===== src/rtl/settings_spi_rx.sv =====
// rtl/settings_spi_rx.sv - SPI mode-0 slave receiving 16-bit settings words with readback on sdo.
module settings_spi_rx #(
   parameter logic [3:0]  MAX_ADDR  = 4'd2,
   parameter logic [15:0] IDLE_WORD = 16'hF000
) (
   input  logic        clk,
   input  logic        rst,
   input  logic        sck,
   input  logic        cs_n,
   input  logic        sdi,
   output logic        sdo,
   output logic [15:0] dataOut,
   output logic        wordValid,
   output logic        frameErr,
   output logic        badAddr
);

   localparam logic [0:0] ST_IDLE   = 1'b0;
   localparam logic [0:0] ST_ACTIVE = 1'b1;

   logic [0:0]  state;
   logic [2:0]  sck_q;
   logic [2:0]  cs_q;
   logic [1:0]  sdi_q;
   logic [1:0]  warm;
   logic        armed;
   logic [15:0] rx_shift;
   logic [15:0] tx_shift;
   logic [4:0]  bit_cnt;

   logic sck_rise, sck_fall, cs_rise, cs_fall, sdi_sync;

   assign sdi_sync = sdi_q[1];
   assign sck_rise = sck_q[1] & ~sck_q[2];
   assign sck_fall = ~sck_q[1] & sck_q[2];
   assign cs_rise  = cs_q[1] & ~cs_q[2];
   assign cs_fall  = ~cs_q[1] & cs_q[2];

   assign sdo = (state == ST_ACTIVE) ? tx_shift[15] : 1'b0;

   always_ff @(posedge clk) begin
      if (rst) begin
         state     <= ST_IDLE;
         sck_q     <= 3'b000;
         cs_q      <= 3'b111;
         sdi_q     <= 2'b00;
         warm      <= 2'b00;
         armed     <= 1'b0;
         rx_shift  <= 16'h0000;
         tx_shift  <= IDLE_WORD;
         bit_cnt   <= 5'd0;
         dataOut   <= IDLE_WORD;
         wordValid <= 1'b0;
         frameErr  <= 1'b0;
         badAddr   <= 1'b0;
      end else begin
         sck_q     <= {sck_q[1:0], sck};
         cs_q      <= {cs_q[1:0], cs_n};
         sdi_q     <= {sdi_q[0], sdi};
         warm      <= {warm[0], 1'b1};
         wordValid <= 1'b0;
         // cs_q[1] only reflects the pin once warm[1] is set; a frame already
         // open when reset released must not be accepted until cs_n is seen high.
         if (warm[1] && cs_q[1])
            armed <= 1'b1;

         case (state)
            ST_IDLE: begin
               if (cs_fall && armed) begin
                  state    <= ST_ACTIVE;
                  bit_cnt  <= 5'd0;
                  tx_shift <= dataOut;
               end
            end
            default: begin
               if (cs_rise) begin
                  state <= ST_IDLE;
                  if (bit_cnt != 5'd16) begin
                     frameErr <= 1'b1;
                  end else if (rx_shift[15:12] > MAX_ADDR) begin
                     badAddr <= 1'b1;
                  end else begin
                     dataOut   <= rx_shift;
                     wordValid <= 1'b1;
                     frameErr  <= 1'b0;
                     badAddr   <= 1'b0;
                  end
               end else if (sck_rise) begin
                  rx_shift <= {rx_shift[14:0], sdi_sync};
                  if (bit_cnt != 5'd17)
                     bit_cnt <= bit_cnt + 5'd1;
               end else if (sck_fall) begin
                  tx_shift <= {tx_shift[14:0], 1'b0};
               end
            end
         endcase
      end
   end

endmodule


===== config.mk =====
export PLATFORM = sky130hd
export DESIGN_NAME = settings_spi_rx
export DESIGN_NICKNAME = d
export VERILOG_FILES = /design/src/rtl/settings_spi_rx.sv
export SDC_FILE = /design/constraint.sdc
export NUM_CORES = 1
export LEC_CHECK = 0
export BUFFER_PORTS_ARGS = -buffer_cell sky130_fd_sc_hd__buf_2
export CAP_MARGIN = 25
export CELL_PAD_IN_SITES_DETAIL_PLACEMENT = 0
export CELL_PAD_IN_SITES_GLOBAL_PLACEMENT = 2
export CORE_ASPECT_RATIO = 0.6
export CORE_UTILIZATION = 34
export DETAILED_ROUTE_END_ITERATION = 10
export PLACE_DENSITY = 0.71
export SLEW_MARGIN = 25
export SYNTH_ARGS = -nofsm -noshare
export SYNTH_HDL_FRONTEND = slang
export SYNTH_SLANG_ARGS = --single-unit

===== constraint.sdc =====
create_clock -name clk -period 1.7 [get_ports clk]
set_clock_uncertainty 0.05 [all_clocks]
set_input_delay 0.17 -clock clk [delete_from_list [all_inputs] [get_ports clk]]
set_output_delay 0.17 -clock clk [all_outputs]
set_load 0.05 [all_outputs]

=== Yosys cells after proc, flatten, opt, wreduce, memory -nomap -nowiden ===
Cells that the tools add are included.

* Flip-flop bits (word level): 68
* Word-level logic and storage cells: 65
* Bits of input ports: 5
* Output and inout bits: 20

* Bitwise gates (word level): 12
* Reduce and logical (&&, ||, !) cells: 10
* Magnitude comparators: 1
* Equal/unequal tests: 8
* $add $sub $neg: 1
* Multiplexer cells: 19

{| class="wikitable"
|+ Operators by type and width
! cell !! number
|-
| two-way mux 16 bit || 5
|-
| two-way mux 5 bit || 5
|-
| AND reduction 4 bit || 3
|-
| != test 5 bit, second input constant || 2
|-
| two-way mux 1 bit || 9
|-
| AND reduction 3 bit || 3
|-
| inverter 1 bit || 8
|-
| != test 2 x 1 -> 1 bit, second input constant || 3
|-
| != test 2 bit, second input constant || 3
|-
| adder 5 x 1 -> 5 bit, second input constant || 1
|-
| bitwise AND 1 bit || 4
|-
| > comparator 4 x 2 -> 1 bit, second input constant || 1
|-
| OR reduction 4 bit || 1
|-
| logical AND 1 bit || 2
|-
| nonzero test 2 bit || 1
|}

=== Logic depth before layout (Yosys ltp) ===
* Word-level depth: 6
* Gate-level depth with buffers: 7
* Mapped depth without buffers: 6

=== Least setup slack after synthesis ===
No wires, ideal clock.

* Kind: flip-flop to flip-flop
* Start point: reg bit_cnt[1]
* End point: reg bit_cnt[2]
* Clock period less this slack: 1.837 ns
* Setup slack: -0.137 ns
* Data arrival time: 1.691 ns
* Path buffers: 0
* Library setup time: 0.095 ns
* Cell stages (with the launch flop): 7
* Required time: 1.555 ns
* Cell sequence: dfxtp_1 > inv_1 > ha_1 > and4bb_4 > or4b_4 > or3b_1 > o311ai_1

* Cells in the longest elaborated chain, start to end: 5
* Elaborated cells between the ends (all ways): 8
* Classes of those cells: add/sub: 1; eq/ne: 2; mux: 4; reduce/logical: 1

{| class="wikitable"
|+ Ends and longest elaborated chain
! what !! RTL line !! text
|-
| start, declared || 29 || <nowiki>logic [4:0] bit_cnt;</nowiki>
|-
| start signal, assigned || 91 || <nowiki>bit_cnt <= bit_cnt + 5'd1;</nowiki>
|-
| adder 5 x 1 -> 5 bit || 91 ||
|-
| two-way mux 5 bit || 90 || <nowiki>if (bit_cnt != 5'd17)</nowiki>
|-
| two-way mux 5 bit || 88 || <nowiki>end else if (sck_rise) begin</nowiki>
|-
| two-way mux 5 bit || 76 || <nowiki>if (cs_rise) begin</nowiki>
|-
| two-way mux 5 bit || 67 || <nowiki>case (state)</nowiki>
|}

Parallel ways exist; a longest one is shown, timed or not. The select of a mux whose other input is x is not followed.
A chain may end at the register's enable or synchronous reset.

=== Final worst setup path ===
Same ends and word-level chain as after synthesis.

==> impl_metrics.csv <==
group,metric,value,unit
setup_path,critical_path_class,"reg2reg",
floorplan,io_pins,25,
drt,drc,0,
drt,wl_per_cell,15.31,µm
clock_network,cts_tree,"built",
setup_path,worstSetupEndpointType,"register",
setup_path,reg2reg_depth,6,
floorplan,start_util,35.29,%
logic_synthesis,ys_types,34,
worst_hold_path,hold_class,"in2reg",
logic_synthesis,synth_ff_type,"dfxtp_1",
setup_path,critPathMaxFanout,4,
logic_synthesis,yosys_register_bits,68,
drt,postRouteAntennaNets,0,
global_routing,grt_max_degree,48,
layout,antennaDiodeCount,0,
logic_synthesis,synth-warning-count,0,
timing,fin_setup_tns,-979.9,ps
timing,clock.fmax,0.5501,GHz
logic_synthesis,synth-edff-count,0,
setup_path,cp-start-kind,"register",
power,switching_share,20.75,%
floorplan,core-area,7297,µm²
setup_path,crit_required,1880,ps
power,clkPwrFrac,52.0,%
logic_synthesis,syn_nets,258,
clock_network,cts-htree-levels,3,
timing,finalSetupViolCount,19,
clock_network,insertion_delay,330,ps
power,leakagePower,1.384,nW
place,dpl.hpwl,3817,µm
clock_network,clkTransAtPathRegs,60,ps
run_status,violations,"setup timing",
timing,setup_ws,-117.7,ps
timing,finalCriticalPeriod,1818,ps
drt,dr.pass1.iters,4,
timing,relSlewSlack,64.66,%
logic_synthesis,async_flop_share,0,%
setup_path,crit_chain,"inv_2 -> ha_4 -> and4bb_4 -> or4b_4 -> or3b_1 -> o311ai_1",
power,peakVddDrop,0.0005803,V
power,combPwrFrac,3.2,%
place,place.gp.congestion,0.7690,
layout,finalInstanceArea,3400,µm²
floorplan,rows,24,
drt,drt-total-wl,6187,µm
drt,viasPerCell,4.832,
power,power.internal,0.002884,W
logic_synthesis,synth_area,2575,µm²
layout,drive_gt1_share,25.33,%
drt,drt_iter0_markers,117,
global_routing,antenna_found_initial,0,
power,power,0.003639,W
global_routing,globalRouteTotalUtil,16.24,%
floorplan,die_w,114.4,µm
logic_synthesis,avgSynthCellArea,10.30,µm²
worst_hold_path,min_path_cells,4,
power,switchingPower,0.0007549,W
floorplan,die_y,69.41,µm
clock_network,clk_path_buf_depth,2,
run_status,status,"finished, violations left",
logic_synthesis,synthCells,250,
clock_network,clock-sinks,68,
timing,finalHoldViolCount,0,
timing,timing.final.crit_share,106.9,%
power,seq_power_share,44.9,%
clock_network,clockRootBuffer,"clkbuf_16",
place,dpl_cell_area,2918,µm²
timing,drv_slew,0,
layout,areaGrowthSynthToFinish,32.02,%
place,port_buffers,24,
power,p_per_area,1070,nW/µm²
floorplan,die_area,7937,µm²
global_routing,grt_pass1_wl,9335,µm
clock_network,cts_buffers,9,
logic_synthesis,synth-seq-area-share,52.87,%
timing,holdWs,210.3,ps
setup_path,crit_path_top_delay_cell,"or4b_4",
flow_run,drv_cap,0,
setup_path,critical_path_arrival,2000,ps
layout,nNetsFinal,303,
drt,via_count,1952,
global_routing,grt-ovfl-total,0,
global_routing,grt_pass1_vias,1666,
setup_path,max_stage_delay,500,ps
timing,rsz0062_at_grt,"yes",
timing,worst_pin_slew,530.1,ps
## synthesized netlist by cell type, types with 2 or more instances
master / n / area, µm²
and3b_1: 2 / 17.52
or2_2: 3 / 18.77
o211ai_1: 5 / 37.54
nand2_1: 7 / 26.28
inv_1: 5 / 18.77
nand3_1: 3 / 15.01
nand2b_1: 4 / 25.02
nor2_1: 25 / 93.84
nand4_1: 2 / 12.51
o21ai_0: 6 / 30.03
a2bb2oi_1: 2 / 17.52
o21a_1: 2 / 15.01
mux2i_1: 32 / 320.3
ha_1: 3 / 37.54
dfxtp_1: 68 / 1361
nor2b_1: 6 / 37.54
buf_2: 4 / 20.02
or3_1: 2 / 12.51
clkbuf_1: 10 / 37.54
and4bb_4: 2 / 32.53
a21oi_1: 17 / 85.08
o21ai_1: 4 / 20.02
a211oi_1: 14 / 105.1
a22o_1: 12 / 105.1
## layout make-up
cell class | count | area, µm²
clock buffers | 13 | 260.3
clock inverters | 3 | 45.04
fillers | 675 | 3897
inverters | 6 | 22.52
multi-input cells | 161 | 1176
flip-flops and latches | 68 | 1364
well taps | 104 | 130.1
repair buffers | 49 | 401.6
## timing repair
item,4_1_cts,5_1_grt
pin swaps,1,9
buffers inserted,0,3
hold endpoints to repair,3,0
setup endpoints to repair,5,14
cloned,0,2
resized for setup,8,10
hold buffers,3,0
## flip-flops by register name, indices dropped and copies added, names as in the netlist
name	cells
cs_q	3
dataOut	16
warm	2
tx_shift	16
armed	1
bit_cnt	5
frameErr	1
badAddr	1
state	1
rx_shift	16
sck_q	3
wordValid	1
sdi_q	2
## worst max-delay path: cells and delay by family (launching register included)
family / cells / cell delay (ps)
fa+ha+maj: 1 / 140
compound gates: 1 / 90
flops: 1 / 340
buf+inv: 1 / 50
simple gates: 3 / 1050
## layer usage
layer  GRT usage, %  part of all wire [%]
met5              0                     0
met4          6.494                   1.4
met3          6.993                   4.1
met2          18.59                    37
met1          25.19                    57
## layout by cell type, fill, tap and decap left out, drive strengths merged, types with 4 or more instances in the layout
master | netlist | layout
dfxtp | 68 | 68
nor2 | 26 | 26
a22o | 12 | 12
buf | 5 | 44
mux2i | 32 | 32
o21ai | 10 | 10
o211ai | 5 | 5
nand2 | 7 | 7
nand2b | 4 | 4
clkbuf | 10 | 15
inv | 5 | 5
a21oi | 17 | 17
a211oi | 14 | 14
nor2b | 6 | 6
## stage by stage
stage,util (%),instances,worst slack (ps)
global placement,39.99,380,-97.88
CTS,44.94,399,-110.4
finish,46.59,404,-117.7
detailed placement,39.99,380,-138.1
floorplan,-,250,-83.47
global route,46.59,404,-176.6
## cell families after synthesis
logic type                 synth area share [%]
DFF                                       52.87
AOI/OAI and AO/OA                         17.01
and+or+nand+nor                           12.97
muxes                                     12.44
buffers and inverters                     3.256
adders and majority gates                 1.458
## power by group through the flow
stage          Sequential [W]  Combinational [W]  Clock [W]
3_3_place_gp          0.00167           0.000108          0
3_5_place_dp          0.00167           0.000107          0
4_1_cts               0.00163           0.000114    0.00193
5_1_grt               0.00164           0.000127    0.00201
2_1_floorplan         0.00166          0.0000747          0
6_report              0.00163           0.000115    0.00189
## final timing paths
| path | start | to | slack, ps |
|---|---|---|---|
| setup reg to reg | bit_cnt[1] | bit_cnt[2] | -120 |
| hold / removal | rst | bit_cnt[0] | 210 |
| setup / recovery | bit_cnt[1] | bit_cnt[2] | -120 |
| hold reg to reg | cs_q[0] | cs_q[1] | 360 |
No activity file was read; power rests on OpenSTA's default activity.
